[config.mk]
export PLATFORM = sky130hd
export DESIGN_NAME = fetch_stage
export DESIGN_NICKNAME = d
export VERILOG_FILES = /design/src/rtl/fetch_stage.sv
export SDC_FILE = /design/constraint.sdc
export NUM_CORES = 1
export LEC_CHECK = 0
export ABC_CLOCK_PERIOD_IN_PS = 4100
export CAP_MARGIN = 30
export CORE_MARGIN = 5
export CORE_UTILIZATION = 35
export CTS_CLUSTER_DIAMETER = 80
export DETAILED_ROUTE_END_ITERATION = 8
export PLACE_DENSITY_LB_ADDON = 0.2
export SLEW_MARGIN = 30
export SYNTH_ARGS = -nofsm -noshare
export SYNTH_HDL_FRONTEND = slang
export SYNTH_SLANG_ARGS = --single-unit
[constraint.sdc]
create_clock -name clk -period 4.1 [get_ports clk]
set_input_delay 0.615 -clock clk [delete_from_list [all_inputs] [get_ports clk]]
set_output_delay 0.615 -clock clk [all_outputs]
set_load 0.1 [all_outputs]
[src/rtl/fetch_stage.sv]
// Instruction-fetch stage: owns the PC, addresses instruction memory and
// registers the fetched word into IF/ID with stall, redirect and range faults.
module fetch_stage #(
   parameter logic [31:0] RESET_PC       = 32'h0000_0000,
   parameter int          IMEM_ADDR_BITS = 10,
   parameter logic [31:0] NOP_WORD       = 32'h0000_0000
) (
   input  logic                      clk,
   input  logic                      reset,
   input  logic                      stall,
   input  logic                      redirect,
   input  logic [31:0]               redirect_target,
   output logic [IMEM_ADDR_BITS-1:0] imem_addr,
   input  logic [31:0]               imem_data,
   output logic [31:0]               pc,
   output logic [31:0]               ifid_instr,
   output logic [31:0]               ifid_pc_plus4,
   output logic                      ifid_valid,
   output logic                      ifid_fault,
   output logic [31:0]               fetch_count
);

   logic [31:0] pc_q, pc_d;
   logic [31:0] instr_q, instr_d;
   logic [31:0] pc_plus4_q, pc_plus4_d;
   logic        valid_q, valid_d;
   logic        fault_q, fault_d;
   logic [31:0] count_q, count_d;
   logic [31:0] pc_next;
   logic        out_of_range;

   assign pc_next      = pc_q + 32'd4;
   assign imem_addr    = pc_q[IMEM_ADDR_BITS+1:2];
   // Any set bit above the word index means the PC lies past the end of memory.
   assign out_of_range = (pc_q[31:IMEM_ADDR_BITS+2] != '0);

   always_comb begin
      pc_d       = pc_q;
      instr_d    = instr_q;
      pc_plus4_d = pc_plus4_q;
      valid_d    = valid_q;
      fault_d    = fault_q;
      count_d    = count_q;
      if (redirect) begin
         // Redirect beats stall; the word at the old PC is dropped as a bubble.
         pc_d       = {redirect_target[31:2], 2'b00};
         instr_d    = NOP_WORD;
         pc_plus4_d = 32'd0;
         valid_d    = 1'b0;
         fault_d    = 1'b0;
      end else if (!stall) begin
         pc_d       = pc_next;
         pc_plus4_d = pc_next;
         if (out_of_range) begin
            instr_d = NOP_WORD;
            valid_d = 1'b0;
            fault_d = 1'b1;
         end else begin
            instr_d = imem_data;
            valid_d = 1'b1;
            fault_d = 1'b0;
            count_d = count_q + 32'd1;
         end
      end
   end

   always_ff @(posedge clk or posedge reset) begin
      if (reset) begin
         pc_q       <= RESET_PC;
         instr_q    <= NOP_WORD;
         pc_plus4_q <= 32'd0;
         valid_q    <= 1'b0;
         fault_q    <= 1'b0;
         count_q    <= 32'd0;
      end else begin
         pc_q       <= pc_d;
         instr_q    <= instr_d;
         pc_plus4_q <= pc_plus4_d;
         valid_q    <= valid_d;
         fault_q    <= fault_d;
         count_q    <= count_d;
      end
   end

   assign pc            = pc_q;
   assign ifid_instr    = instr_q;
   assign ifid_pc_plus4 = pc_plus4_q;
   assign ifid_valid    = valid_q;
   assign ifid_fault    = fault_q;
   assign fetch_count   = count_q;

endmodule

# == Word level (Yosys, flattened, before mapping) ==
# Index checks and enable logic that the tools add are counted.
# totals
register_bits,130
in_bits,68
output_inout_bits,140
word_cells,26
# classes
addsub,2
eq_ne,1
mux,12
bitwise_logic,3
n_reduce_logical,2
# ops
cell,count
32-bit 2-to-1 mux,6
"32-bit by 1-bit adder with 32-bit output, second input constant",1
"32-bit by 3-bit adder with 32-bit output, second input constant",1
20-bit nonzero test,1
1-bit 2-to-1 mux,6
1-bit inverter,3
3-bit AND reduction,1
"2-bit by 1-bit inequality test with 1-bit output, second input constant",1

# == Longest topological paths before layout ==
# Gate-level depths: netlist (run 1).
# logic_depth
depth_word,4
mapped_depth,8
mapped_depth_nobuf,6

# == Worst setup path before layout (run 1) ==
# OpenSTA, ideal clock, no wires.
# synth_timing
path_type,flip-flop to flip-flop
startpoint,"reg pc_q[7], in the netlist pc[7]"
endpoint,"reg pc_q[28], in the netlist pc[28]"
setup_time_ns,0.125
t_arrival_ns,2.957
required_time_ns,3.975
path_slack_ns,1.018
stages_incl_launch_ff,8
n_path_buf,2
synth_period_minus_slack_ns,3.082
path_cell_list,dfrtp_1 buf_2 nand3_4 or4_1 buf_2 or4_4 xnor2_1 mux2_2
# synth_via
elab_chain_cells,3
# synth_lines
item,line,source
"start, declared",23,"logic [31:0] pc_q, pc_d;"
"start signal, assigned",76,pc_q <= pc_d;
32-bit by 3-bit adder with 32-bit output,32,assign pc_next = pc_q + 32'd4;
32-bit 2-to-1 mux,51,end else if (!stall) begin
32-bit 2-to-1 mux,44,if (redirect) begin
# No other way between the ends. The select of a mux whose other input is x is not followed.
# A chain may end at the register's enable or synchronous reset.

# == Final worst setup path (run 1) ==
# layout_timing
startpoint,"reg pc_q[7], in the netlist pc[7]"
endpoint,out imem_addr[5]
# layout_lines
item,line,source
"end, declared",13,"output logic [IMEM_ADDR_BITS-1:0] imem_addr,"
# No word-level cell between the ends.

==> summary.md, run 1 <==
| Metric | Value |
|---|---|
| CTS Buffer Depth | `2` |
| Nets | `856` |
| Final hold viol count | `0` |
| Worst skew pair latency | `0.41 ns` |
| YS warnings | `0` |
| Crit-path max cell delay | `1.22 ns` |
| GPL Wtd Cong | `0.824` |
| Post-synthesis simple-gate area fraction | `0.193` |
| Initial antenna violation count | `0` |
| Core Box Area | `0.0173 mm^2` |
| Initial Utilization | `0.356` |
| Gr ovfl total | `0` |
| Hold buffer count at CTS | `0` |
| Netlist Area Pre-Place | `0.00616 mm^2` |
| Vias in the first global route | `5273` |
| Average size of a mapped cell | `10.1 um^2` |
| RSZ-0062 raised after global routing | `no` |
| CTS Buf Count | `17` |
| Layout Utilization | `0.511` |
| Clock net sink count | `127` |
| Power per cell area | `414 mW/mm^2` |
| Post-cts sizing count | `0` |
| Compound-cell area share of the yosys netlist | `0.104` |
| CP endpoint kind | `output port` |
| Post-synthesis sequential area ratio | `0.516` |
| Worst-path fanout max | `10` |
| HPWL after detailed placement | `12900 um` |
| CTS clk-pin slew, worst paths | `0.06 ns` |
| Worst EP arrival | `2.22 ns` |
| Unique masters post-synth | `40` |
| Final worst-path cycle share | `0.691` |
| Routed WL per cell | `17.2 um` |
| Starting DRT DRC Count | `230` |
| Pre-antenna DRT Iters | `6` |
| Post-route ant nets | `0` |
| Mapped Cells | `610` |
| Setup CP Type | `reg -> out` |
| Flops & latches, synth | `127` |
| Status | `finished clean` |
| CTS tree | `done` |
| Share of cells above drive strength 1 | `0.0677` |
| IO Count | `208` |
| Overall Power | `0.00365 W` |
| Slew HR | `0.316` |
| Final min period | `2.83 ns` |
| CP top delay family | `buffers and inverters` |
| Buffers inserted by post-CTS timing repair | `0` |
| Startpoint Class | `flip-flop` |
| VDD IR max | `0.000287 V` |
| Final clock skew | `0.0121 ns` |
| Worst slew pin tran | `1.02 ns` |
| Post-Synth Adder-Cell Area | `0.00406` |
| Pleak | `3.64 nW` |
| Final Max Slew Viols | `0` |
| Final wirelength | `17600 um` |
| Worst-path cell chain | `clkdlybuf4s50_1` |
| Max-capacitance violation count | `0` |
| Setup slack after layout | `1.27 ns` |
| Largest net degree at the start of global routing | `88` |
| Crit path launch | `pc[7]$_DFFE_PP0N_` |
| Die area | `0.0204 mm^2` |
| Via count | `5189` |
| HP Start | `fetch_count[31]$_DFFE_PP0P_` |
| Drt via density | `5.07` |
| Largest family of logic cells by synthesized area | `simple AND/OR/NAND/NOR gates` |
| RR Startpoint | `pc[24]$_DFFE_PP0N_` |
| Area Overhead vs Synth | `43.3%` |
| Post-place setup slack | `1.03 ns` |
| Final TNS setup | `0 ns` |
| Final setup fails | `0` |
| Port Buffers | `203` |
| N_diodes | `0` |
| H-tree depth | `4` |
| Hold/Removal Path Class | `reg -> reg` |
| Xor/xnor cell area share of the yosys netlist | `0.124` |
| Die H | `143 um` |
| Mux cell area share after synthesis | `0.00852` |
| CP max stage cell | `clkdlybuf4s50_1` |
| # rows | `48` |
| Global-route usage over all layers | `0.173` |
| Worst path bufs/invs | `1` |
| Die W | `143 um` |
| Fmax | `353 MHz` |
| First-pass GRT wire length | `28200 um` |
| Detailed-route DRC error count | `0` |
| Clock root buffer | `clkbuf_16` |
| CP required | `3.48 ns` |
-- cells in the mapped netlist --
master | instances | area share
or2_0 | 1 | 0.0010
nand4_4 | 1 | 0.0035
and4_1 | 5 | 0.0071
a311oi_1 | 1 | 0.0014
nand2b_1 | 1 | 0.0010
inv_1 | 9 | 0.0055
and3_1 | 6 | 0.0061
xnor2_1 | 48 | 0.068
buf_2 | 9 | 0.0073
o21ai_0 | 30 | 0.024
nand4b_1 | 1 | 0.0014
nor3_1 | 19 | 0.015
nand3_1 | 26 | 0.021
ha_1 | 2 | 0.0041
nor4_2 | 1 | 0.0020
a21oi_1 | 8 | 0.0065
buf_4 | 13 | 0.016
nor2_1 | 40 | 0.024
nor2b_1 | 3 | 0.0030
nor4_1 | 28 | 0.028
buf_6 | 1 | 0.0018
nand3_4 | 1 | 0.0028
or3_1 | 2 | 0.0020
buf_1 | 5 | 0.0030
a22o_1 | 35 | 0.050
or4_4 | 2 | 0.0037
mux2i_1 | 3 | 0.0049
nand4_1 | 24 | 0.024
mux2_2 | 2 | 0.0037
nor4b_1 | 1 | 0.0014
xor2_1 | 39 | 0.055
dfrtp_1 | 127 | 0.52
a211oi_1 | 17 | 0.021
o21bai_1 | 1 | 0.0012
and3_2 | 1 | 0.0012
clkbuf_1 | 28 | 0.017
nand2_1 | 64 | 0.039
or4_1 | 1 | 0.0012
conb_1 | 1 | 0.00061
and2_1 | 3 | 0.0030
-- layout by cell type, fill, tap and decap left out, drive strengths merged, types with 2 or more instances in the layout --
cell,netlist,routed
clkdlybuf4s50,0,197
dfrtp,127,127
nand2,64,64
xnor2,48,48
nor2,40,40
xor2,39,39
a22o,35,35
o21ai,30,30
nor4,29,29
nand3,27,27
clkbuf,28,26
nand4,25,25
nor3,19,19
a211oi,17,17
buf,28,15
inv,9,9
a21oi,8,8
and3,7,7
and4,5,5
and2,3,3
nor2b,3,3
mux2i,3,3
clkinv,0,3
or4,3,3
or3,2,2
mux2,2,2
ha,2,2
conb,1,2
-- per-layer routing --
metal  global-route usage  wire length [um]
met3               0.0372              1100
met4               0.0655               400
met5                    0                 0
met1                0.230              7780
met2                0.279              8340
-- cell families after synthesis --
| family | after synthesis |
|---|---|
| adders and majority gates | 2 |
| and+or+nand+nor | 231 |
| other | 1 |
| AOI/OAI and AO/OA | 92 |
| muxes | 5 |
| DFF | 127 |
| xor gates and xnor gates | 87 |
| buffers and inverters | 65 |
-- final cells by class --
class,instances,area (um^2)
clock buffer,26,519
tap,225,282
multi-input combinational,419,2680
sequential,127,3180
inverter,9,36.3
clock inverter,5,52.6
timing repair buffer,212,2080
fill,1567,8460
-- metrics by stage --
stage	cells	instance area [um^2]	hold slack, ns
CTS	1023	8830	0.480
finish	1023	8830	0.477
global route	1023	8830	0.497
detailed placement	992	8260	0.471
global placement	992	8290	0.461
floorplan	611	6170	0.736
-- sequential cells by signal (all words and copies together) (netlist names) --
name	count
ifid_pc_plus4	31
ifid_fault	1
fetch_count	32
ifid_valid	1
ifid_instr	32
pc	30
-- final timing paths --
path	end	slack (ns)	cells after the start
max in group asynchronous	ifid_instr[28]$_DFFE_PP0N_	2.54	3
worst max-delay path	imem_addr[5]	1.27	1
worst min-delay path	fetch_count[31]$_DFFE_PP0P_	0.48	1
min in group asynchronous	ifid_instr[3]$_DFFE_PP0N_	0.71	2
worst min register to register	fetch_count[31]$_DFFE_PP0P_	0.48	1
worst max register to register	ifid_instr[23]$_DFFE_PP0N_	1.47	5
-- where the power goes --
| part | switching (W) | leakage [nW] | internal (W) |
|---|---|---|---|
| clock network | 0.000513 | 0.282 | 0.000924 |
| logic | 0.000612 | 1.67 | 0.000218 |
| registers | 0.0000828 | 1.68 | 0.00130 |
Note: power is estimated with default switching activity, not from simulation.
==> run 2, diff against run 1 <==
- ABC_CLOCK_PERIOD_IN_PS: 4100 -> 2600
- clock period: 4.1 -> 2.6 ns (I/O delays scaled with it)
==> summary.md, run 2 (same netlist as run 1, synthesis figures left out) <==
| Metric | Value |
|---|---|
| Status | `finished clean` |
| Clock net sink count | `127` |
| Startpoint Class | `flip-flop` |
| Final worst-path cycle share | `0.933` |
| Fmax | `412 MHz` |
| Area Overhead vs Synth | `41.9%` |
| Pleak | `3.93 nW` |
| IO Count | `208` |
| Detailed-route DRC error count | `0` |
| WHS Path Cells | `3` |
| # rows | `48` |
| VDD IR max | `0.000458 V` |
| Hold endpoint | `ifid_pc_plus4[22]$_DFFE_PP0N_` |
| GPL Wtd Cong | `0.845` |
| Starting DRT DRC Count | `329` |
| Die W | `143 um` |
| Post-cts sizing count | `0` |
| Most common cell after layout, fill and taps aside | `buf_4` |
| Worst reg-to-reg path cell count | `5` |
| Final setup fails | `0` |
| Routed WL per cell | `17.4 um` |
| RR Startpoint | `pc[22]$_DFFE_PP0N_` |
| Die area | `0.0204 mm^2` |
| Initial antenna violation count | `0` |
| Initial Utilization | `0.356` |
| First-pass GRT wire length | `29300 um` |
| Final wirelength | `18200 um` |
| CTS clk-pin slew, worst paths | `0.06 ns` |
| Worst EP arrival | `2.76 ns` |
| Buffers inserted by post-CTS timing repair | `0` |
| Max-capacitance violation count | `0` |
| H-tree depth | `4` |
| Gr ovfl total | `0` |
| Vias in the first global route | `5432` |
| CP top delay family | `simple AND/OR/NAND/NOR gates` |
| Slew HR | `0.463` |
| CTS Buf Count | `17` |
| Setup CP Type | `reg -> reg` |
| N_diodes | `0` |
| Worst slew pin tran | `0.806 ns` |
| Most frequent cells in the layout | `buf_4, dfrtp_1, clkdlybuf4s50_1, nand2_1, xnor2_1` |
| R2R Path End | `fetch_count[21]$_DFFE_PP0P_` |
| CP endpoint kind | `flip-flop` |
| Most common cell on crit path | `nor4_1` |
| Final min period | `2.43 ns` |
| Port Buffers | `203` |
| Final hold viol count | `0` |
| HPWL after detailed placement | `13400 um` |
| Share of cells above drive strength 1 | `0.285` |
| HP Start | `redirect` |
| CP required | `2.94 ns` |
| Nets | `875` |
| Worst-path fanout max | `15` |
| Hold buffer count at CTS | `0` |
| Global-route usage over all layers | `0.179` |
| Via count | `5298` |
| Worst path bufs/invs | `0` |
| Post-route ant nets | `0` |
| Power per cell area | `674 mW/mm^2` |
| RSZ-0062 raised after global routing | `no` |
| Largest net degree at the start of global routing | `88` |
| CTS Buffer Depth | `2` |
| Final Max Slew Viols | `0` |
| Crit-path max cell delay | `0.51 ns` |
| Hold/Removal Path Class | `in -> reg` |
| Die H | `143 um` |
| CP max stage cell | `nor4_1` |
| Worst skew pair latency | `0.42 ns` |
| Clock root buffer | `clkbuf_16` |
| Final clock skew | `0.00820 ns` |
| Hold_ws | `0.371 ns` |
| Drt via density | `5.08` |
| Overall Power | `0.00590 W` |
| Worst reg2reg setup slack | `0.17 ns` |
| Worst-path cell chain | `nor4_1, nand3_1, nand2b_1, nor4_1, xor2_1` |
| CTS tree | `done` |
| Core Box Area | `0.0173 mm^2` |
| Pre-antenna DRT Iters | `5` |
-- run 2: power breakdown --
part	internal (W)	switching [W]
Clock	0.00150	0.000898
Sequential	0.00206	0.000117
Combinational	0.000336	0.000988
-- run 2: how the worst max path moves through the flow --
stage                                   from                          end  slack, ns  depth (start not counted)
after detailed placement               stall  fetch_count[21]$_DFFE_PP0P_        0.1                          6
final                     pc[22]$_DFFE_PP0N_  fetch_count[21]$_DFFE_PP0P_       0.17                          5
after CTS                 pc[22]$_DFFE_PP0N_  fetch_count[21]$_DFFE_PP0P_       0.14                          5
after global placement                 stall  fetch_count[17]$_DFFE_PP0P_       0.18                          6
after floorplan           pc[18]$_DFFE_PP0N_           pc[28]$_DFFE_PP0N_      -0.05                          7
after global routing      pc[22]$_DFFE_PP0N_  fetch_count[24]$_DFFE_PP0P_      0.005                          5
-- run 2: per-stage QoR --
stage | instances | TNS [ns] | cell area, um^2 | utilization | setup WS (ns)
finish | 1043 | 0 | 8750 | 0.506 | 0.173
global route | 1043 | 0 | 8750 | 0.506 | 0.00485
CTS | 1043 | 0 | 8750 | 0.506 | 0.138
detailed placement | 1011 | 0 | 8150 | 0.471 | 0.0968
global placement | 1011 | 0 | 8150 | 0.471 | 0.177
floorplan | 611 | -0.0536 | 6260 | - | -0.0536
-- run 2: routing by layer --
metal	global-route usage	share of wire	up-vias
li1	-	-	2543
met1	0.241	0.44	2536
met2	0.284	0.47	196
met3	0.0472	0.074	23
met4	0.0565	0.018	0
met5	0	0	-
-- run 2: layout make-up --
cell class | instances | area (um^2)
fillers | 1584 | 8550
flip-flops and latches | 127 | 3200
multi-input cells | 419 | 2700
repair buffers | 231 | 1930
clock buffers | 17 | 425
well taps | 225 | 282
clock inverters | 15 | 171
inverters | 9 | 37.5
-- run 2: worst reg2reg max path: cells and delay by family (launching register included) --
kind | cells | cell delay (ns)
flip-flops | 1 | 0.46
XOR/XNOR | 1 | 0.18
AND/OR/NAND/NOR | 4 | 1.71
